[src/rtl/pong_game_ctrl.sv]
// Per-frame Pong game sequencer: ball motion, paddles, speed-up, scoring and serve/over flow.
// Optional macro AUTO_P2_EN makes the right paddle track the ball instead of p2_up/p2_dn.
module pong_game_ctrl #(
  parameter int TOP_MARGIN       = 25,
  parameter int PADDLE_STEP      = 4,
  parameter int HITS_PER_SPEEDUP = 4,
  parameter int WIN_SCORE        = 5,
  parameter int SERVE_FRAMES     = 60
) (
  input  logic       clk,
  input  logic       reset,
  input  logic       frame_tick,
  input  logic       start,
  input  logic       p1_up,
  input  logic       p1_dn,
  input  logic       p2_up,
  input  logic       p2_dn,
  output logic [9:0] ball_x,
  output logic [9:0] ball_y,
  output logic [9:0] paddle1_y,
  output logic [9:0] paddle2_y,
  output logic [3:0] ball_speed,
  output logic [3:0] score1,
  output logic [3:0] score2,
  output logic       game_over,
  output logic [1:0] state
);

  typedef enum logic [1:0] {IDLE = 2'd0, SERVE = 2'd1, PLAY = 2'd2, OVER = 2'd3} state_e;

  localparam logic [9:0]  CENTRE_X     = 10'd316;
  localparam logic [9:0]  CENTRE_Y     = 10'd248;
  localparam logic [9:0]  PADDLE_RESET = 10'd191;
  localparam logic [9:0]  PADDLE_MAX   = 10'd382;
  localparam logic [9:0]  STEP10       = 10'(PADDLE_STEP);
  localparam logic [10:0] TOP_Y        = 11'(TOP_MARGIN);
  localparam logic [10:0] BOTTOM_Y     = 11'd472;
  localparam logic [10:0] LEFT_FACE    = 11'd41;
  localparam logic [10:0] RIGHT_FACE   = 11'd592;
  localparam logic [3:0]  SPEED_MIN    = 4'd2;
  localparam logic [3:0]  SPEED_MAX    = 4'd5;
  localparam logic [3:0]  WIN          = 4'(WIN_SCORE);
  localparam logic [7:0]  SERVE_LAST   = 8'(SERVE_FRAMES - 1);
  localparam logic [2:0]  HIT_LAST     = 3'(HITS_PER_SPEEDUP - 1);

  state_e      state_q, state_d;
  logic [9:0]  ball_x_q, ball_x_d, ball_y_q, ball_y_d;
  logic [9:0]  paddle1_q, paddle1_d, paddle2_q, paddle2_d;
  logic [3:0]  speed_q, speed_d, score1_q, score1_d, score2_q, score2_d;
  logic [2:0]  hit_cnt_q, hit_cnt_d;
  logic [7:0]  serve_cnt_q, serve_cnt_d;
  logic        dx_right_q, dx_right_d, dy_down_q, dy_down_d;
  logic        game_over_q, game_over_d;

  logic [10:0] bx_w, by_w, spd_w, p1_top, p2_top;
  logic        overlap1, overlap2, p2_move_up, p2_move_dn;
  logic        hit, left_lost, right_lost;

  // Up wins only when pressed alone; both or neither leaves the paddle where it is.
  function automatic logic [9:0] step_paddle(input logic [9:0] y, input logic up, input logic dn);
    if (up && !dn) return (y < STEP10) ? 10'd0 : y - STEP10;
    if (dn && !up) return (y >= PADDLE_MAX - STEP10) ? PADDLE_MAX : y + STEP10;
    return y;
  endfunction

  assign bx_w   = {1'b0, ball_x_q};
  assign by_w   = {1'b0, ball_y_q};
  assign spd_w  = {7'd0, speed_q};
  assign p1_top = {1'b0, paddle1_q} + TOP_Y;
  assign p2_top = {1'b0, paddle2_q} + TOP_Y;
  assign overlap1 = (by_w + 11'd7 >= p1_top) && (by_w <= p1_top + 11'd72);
  assign overlap2 = (by_w + 11'd7 >= p2_top) && (by_w <= p2_top + 11'd72);

`ifdef AUTO_P2_EN
  assign p2_move_up = ({1'b0, paddle2_q} + 11'd61) > (by_w + 11'd3);
  assign p2_move_dn = ({1'b0, paddle2_q} + 11'd61) < (by_w + 11'd3);
`else
  assign p2_move_up = p2_up;
  assign p2_move_dn = p2_dn;
`endif

  always_ff @(posedge clk) begin
    if (reset) begin
      state_q     <= IDLE;
      ball_x_q    <= CENTRE_X;
      ball_y_q    <= CENTRE_Y;
      dx_right_q  <= 1'b1;
      dy_down_q   <= 1'b1;
      paddle1_q   <= PADDLE_RESET;
      paddle2_q   <= PADDLE_RESET;
      speed_q     <= SPEED_MIN;
      hit_cnt_q   <= 3'd0;
      score1_q    <= 4'd0;
      score2_q    <= 4'd0;
      serve_cnt_q <= 8'd0;
      game_over_q <= 1'b0;
    end else begin
      state_q     <= state_d;
      ball_x_q    <= ball_x_d;
      ball_y_q    <= ball_y_d;
      dx_right_q  <= dx_right_d;
      dy_down_q   <= dy_down_d;
      paddle1_q   <= paddle1_d;
      paddle2_q   <= paddle2_d;
      speed_q     <= speed_d;
      hit_cnt_q   <= hit_cnt_d;
      score1_q    <= score1_d;
      score2_q    <= score2_d;
      serve_cnt_q <= serve_cnt_d;
      game_over_q <= game_over_d;
    end
  end

  always_comb begin
    state_d     = state_q;
    ball_x_d    = ball_x_q;
    ball_y_d    = ball_y_q;
    dx_right_d  = dx_right_q;
    dy_down_d   = dy_down_q;
    paddle1_d   = paddle1_q;
    paddle2_d   = paddle2_q;
    speed_d     = speed_q;
    hit_cnt_d   = hit_cnt_q;
    score1_d    = score1_q;
    score2_d    = score2_q;
    serve_cnt_d = serve_cnt_q;
    hit         = 1'b0;
    left_lost   = 1'b0;
    right_lost  = 1'b0;

    case (state_q)
      IDLE: begin
        if (start) begin
          state_d     = SERVE;
          serve_cnt_d = 8'd0;
          score1_d    = 4'd0;
          score2_d    = 4'd0;
        end
      end

      SERVE: begin
        if (frame_tick) begin
          paddle1_d   = step_paddle(paddle1_q, p1_up, p1_dn);
          paddle2_d   = step_paddle(paddle2_q, p2_move_up, p2_move_dn);
          serve_cnt_d = serve_cnt_q + 8'd1;
          if (serve_cnt_q == SERVE_LAST) state_d = PLAY;
        end
      end

      PLAY: begin
        if (frame_tick) begin
          paddle1_d = step_paddle(paddle1_q, p1_up, p1_dn);
          paddle2_d = step_paddle(paddle2_q, p2_move_up, p2_move_dn);

          if (dy_down_q) begin
            if (by_w + spd_w >= BOTTOM_Y) begin
              ball_y_d  = BOTTOM_Y[9:0];
              dy_down_d = 1'b0;
            end else begin
              ball_y_d = ball_y_q + {6'd0, speed_q};
            end
          end else if (by_w <= TOP_Y + spd_w) begin
            ball_y_d  = TOP_Y[9:0];
            dy_down_d = 1'b1;
          end else begin
            ball_y_d = ball_y_q - {6'd0, speed_q};
          end

          // Horizontal: reaching a paddle face is either a bounce or a point for the other side.
          if (!dx_right_q) begin
            if (bx_w < LEFT_FACE + spd_w) begin
              if (overlap1) begin
                ball_x_d   = LEFT_FACE[9:0];
                dx_right_d = 1'b1;
                hit        = 1'b1;
              end else begin
                left_lost = 1'b1;
              end
            end else begin
              ball_x_d = ball_x_q - {6'd0, speed_q};
            end
          end else if (bx_w + spd_w > RIGHT_FACE) begin
            if (overlap2) begin
              ball_x_d   = RIGHT_FACE[9:0];
              dx_right_d = 1'b0;
              hit        = 1'b1;
            end else begin
              right_lost = 1'b1;
            end
          end else begin
            ball_x_d = ball_x_q + {6'd0, speed_q};
          end

          if (hit) begin
            if (hit_cnt_q == HIT_LAST) begin
              hit_cnt_d = 3'd0;
              speed_d   = (speed_q >= SPEED_MAX) ? SPEED_MAX : speed_q + 4'd1;
            end else begin
              hit_cnt_d = hit_cnt_q + 3'd1;
            end
          end

          // The next serve heads toward whoever just conceded.
          if (left_lost || right_lost) begin
            if (left_lost) score2_d = score2_q + 4'd1;
            else           score1_d = score1_q + 4'd1;
            dx_right_d  = right_lost;
            state_d     = (score1_d == WIN || score2_d == WIN) ? OVER : SERVE;
            serve_cnt_d = 8'd0;
            ball_x_d    = CENTRE_X;
            ball_y_d    = CENTRE_Y;
            speed_d     = SPEED_MIN;
            hit_cnt_d   = 3'd0;
          end
        end
      end

      OVER: begin
        if (start) begin
          state_d     = SERVE;
          serve_cnt_d = 8'd0;
          score1_d    = 4'd0;
          score2_d    = 4'd0;
          paddle1_d   = PADDLE_RESET;
          paddle2_d   = PADDLE_RESET;
          ball_x_d    = CENTRE_X;
          ball_y_d    = CENTRE_Y;
          speed_d     = SPEED_MIN;
          hit_cnt_d   = 3'd0;
        end
      end

      default: state_d = IDLE;
    endcase

    game_over_d = (state_d == OVER);
  end

  assign ball_x     = ball_x_q;
  assign ball_y     = ball_y_q;
  assign paddle1_y  = paddle1_q;
  assign paddle2_y  = paddle2_q;
  assign ball_speed = speed_q;
  assign score1     = score1_q;
  assign score2     = score2_q;
  assign game_over  = game_over_q;
  assign state      = state_q;

endmodule

[config.mk]
export PLATFORM = sky130hd
export DESIGN_NAME = pong_game_ctrl
export DESIGN_NICKNAME = d
export VERILOG_FILES = /design/src/rtl/pong_game_ctrl.sv
export SDC_FILE = /design/constraint.sdc
export NUM_CORES = 1
export LEC_CHECK = 0
export CORE_AREA = 10 10 141 143
export CTS_CLUSTER_DIAMETER = 100
export CTS_CLUSTER_SIZE = 40
export DETAILED_ROUTE_END_ITERATION = 6
export DIE_AREA = 0 0 151 153
export SYNTH_ARGS = -nofsm -noshare
export SYNTH_HDL_FRONTEND = slang
export SYNTH_SLANG_ARGS = --single-unit
[constraint.sdc]
create_clock -name clk -period 5.38 [get_ports clk]
set_input_delay 1.614 -clock clk [delete_from_list [all_inputs] [get_ports clk]]
set_output_delay 1.614 -clock clk [all_outputs]
set_load 0.01 [all_outputs]
==> summary.md <==
| Metric | Value |
|---|---|
| First-pass GRT wire length | `36.54 mm` |
| Worst Max-Slew Pin Slew | `860.6 ps` |
| Worst reg2reg startpoint | `paddle1_y[3]` |
| Starting Density | `44.23%` |
| CTS Buf Count | `9` |
| Layout Skew | `7.792 ps` |
| Post-Layout Cell Count | `1233` |
| Number of global-route vias before repair | `6829` |
| Register area | `1361 um2` |
| # nets final | `1115` |
| Port Buf Inserts | `62` |
| Worst-path cell chain | `inv_1 > ha_1 > and4b_1 > a221o_1 > a221oi_2 > nor2_1 > xor2_1 > ha_1 > nand4_1 > o32ai_1 > o211ai_1 > a2bb2oi_2 > o32a_4 > a21oi_1 > a21boi_0 > o32ai_1` |
| Root buffer cell | `clkbuf_16` |
| Worst rel slew slack | `42.63%` |
| Dpl cells | `1217` |
| Seq cells post-synth | `68` |
| Core area | `17060 um2` |
| Commonest non-fill, non-tap cells in the layout | `ha_1, nor2_1, nand2_1` |
| TritonRoute pass-1 iters | `4` |
| Die X-Extent | `151 um` |
| Clock-pin slew on the worst setup and hold paths | `60 ps` |
| Utilization after layout | `50.19%` |
| Ys flop type | `dfxtp_1` |
| Clock sinks | `68` |
| Critical-path top delay cell | `dfxtp_1` |
| Rows | `48` |
| Initial DRC count | `483` |
| Synth Cell Area | `7545 um2` |
| Synth top area share | `18.04%` |
| Switch share | `34.12%` |
| Setup crit end kind | `flop` |
| Int Power | `1.035 mW` |
| Leading area contributor after synthesis | `dfxtp_1` |
| Post-synth EDFFs | `0` |
| HPWL after DPL | `17.05 mm` |
| Seq pwr share | `35.1%` |
| Die Y | `153 um` |
| Final Max Slew Viols | `0` |
| Commonest non-fill, non-tap cell in the layout | `ha_1` |
| Hold Buf Count CTS | `0` |
| I/O Pins | `63` |
| Setup bufs post-CTS | `0` |
| Clk pwr share | `35.6%` |
| Logic pwr share | `29.3%` |
| Hold Path Origin | `serve_cnt_q[7]` |
| Cells after synthesis | `969` |
| Vias per Instance | `5.981` |
| CP arrival | `4780 ps` |
| Max Clk Rate | `0.2189 GHz` |
| H-Tree Depth | `3` |
| FFs w/ async S/R, synth | `0%` |
| GRT Residual Overflow | `0` |
| Worst skew pair latency | `340 ps` |
| Critical path class | `reg -> reg` |
| Clock Path Buffers | `2` |
| Max Cap Violations | `0` |
| Max IR drop VDD | `160.9 uV` |
| Placed Area | `8289 um2` |
| HP Class | `reg -> reg` |
| Cts repair resizes | `0` |
| Gr usage total | `19.00%` |
| Post-layout min period | `4569 ps` |
| DR DRC count | `0` |
| Worst setup path startpoint | `paddle1_y[3]` |
| # diodes | `0` |
| Worst path max stage delay | `580 ps` |
| Ranking of synthesized cells by area | `dfxtp_1, ha_1, xnor2_1` |
| Largest net degree at the start of global routing | `37` |
| TNS Setup | `0 ps` |
| Final setup vio count | `0` |
| Final period util | `84.93%` |
| CTS tree | `built` |
| Initial antenna violation count | `0` |
| Pwr/cell area | `183.5 nW/um2` |
| Fraction of layout cells with a size suffix above 1 | `5.357%` |
| # fillers | `1708` |
| RSZ-0062 raised after global routing | `no` |
| Final instance area | `8561 um2` |
| Leakage | `3.223 nW` |
| WL final | `22.55 mm` |
| Synth warn | `0` |
| Mapped Nets | `1081` |
| Psw | `0.5361 mW` |
| Endpoints failing hold | `0` |
| Worst EP required | `5590 ps` |
| Startpoint types | `flop` |
| Multi-input gate area | `5700 um2` |
| Count of antenna-violating nets left after detailed routing | `0` |
| WL/cell | `18.29 um` |
| Vias | `7374` |
| Synth cell types | `90` |
| Worst Path Max Fanout | `14` |
| Register area share after synthesis | `18.04%` |
| Avg Inst Size Synth | `7.786 um2` |
| Synth-to-Final Area Change | `13.47%` |
| Run status | `complete, no violations` |
| Die area | `23100 um2` |
| Routability congestion estimate | `0.9183` |
[area by class of cell]
| type | count | share of cell area, % |
|---|---|---|
| clock inverters | 4 | 0.2923 |
| inverters | 68 | 3.011 |
| repair buffers | 71 | 8.039 |
| clock buffers | 12 | 2.879 |
| multi-input cells | 785 | 66.59 |
| flip-flops and latches | 68 | 15.90 |
| well taps | 225 | 3.289 |
[path summary, 6_finish.rpt]
kind / cells past startpoint / endpoint / slack (ps)
min reg2reg: 1 / serve_cnt_q[7] / 450
min: 1 / serve_cnt_q[7] / 450
max reg2reg: 16 / serve_cnt_q[2] / 810
max: 16 / serve_cnt_q[2] / 810
[worst max-delay path, delay by kind of cell, from the launching register on]
kind | cells | cell delay, ps
AOI/OAI and AO/OA | 9 | 2540
xor gates and xnor gates | 1 | 150
adders and majority gates | 2 | 560
buffers and inverters | 1 | 180
DFF | 1 | 580
and+or+nand+nor | 3 | 430
[power by group through the flow]
stage / Sequential [mW] / Clock (mW) / Combinational [mW]
3_5_place_dp: 0.562 / 0 / 0.457
6_report: 0.552 / 0.559 / 0.460
2_1_floorplan: 0.542 / 0 / 0.360
3_3_place_gp: 0.563 / 0 / 0.457
4_1_cts: 0.551 / 0.568 / 0.459
5_1_grt: 0.556 / 0.583 / 0.522
[sequential cells by signal, summed over array words and instances, names as in the netlist]
register	cells
ball_speed	4
ball_x	10
ball_y	10
dx_right_q	1
dy_down_q	1
game_over	1
hit_cnt_q	3
paddle1_y	10
paddle2_y	10
score1	4
score2	4
serve_cnt_q	8
state	2
[cell usage after synthesis (all sizes together) (13+ instances only)]
library cell  instances
a21o                 13
a21oi                70
buf                  14
clkbuf               34
dfxtp                68
ha                  100
inv                  66
nand2                73
nand2b               22
nand3                37
nor2                 76
nor3                 31
o21ai                58
xnor2                40
xor2                 16
[routing by layer]
metal | GRT usage, % | share of wire (%) | vias up
met5 | 0 | 0 | -
met4 | 3.851 | 0.75 | 0
met3 | 3.248 | 6.5 | 14
met2 | 29.42 | 45 | 228
met1 | 26.85 | 47 | 3452
li1 | - | - | 3680
[per-stage QoR]
step | hold WS (ps) | setup WS (ps) | total power, mW
floorplan | 418.5 | 1342 | 0.9014
global placement | 432.5 | 968.8 | 1.019
detailed placement | 437.5 | 825.4 | 1.019
CTS | 445.8 | 828.4 | 1.578
global route | 463.8 | 433.9 | 1.661
finish | 450.4 | 811.0 | 1.571
[cell families (layout without fill, tap and decap cells)]
kind of cell / count (synthesis) / in the layout / share of synthesized area (%)
AND/OR/NAND/NOR: 322 / 322 / 22.02
AO/OA/AOI/OAI: 300 / 300 / 28.62
buffers and inverters: 116 / 155 / 6.401
adder cells (fa/ha/maj): 105 / 105 / 17.78
flip-flops: 68 / 68 / 18.04
XOR/XNOR: 56 / 56 / 6.849
multiplexers: 2 / 2 / 0.2819
No activity file was read; power rests on OpenSTA's default activity.
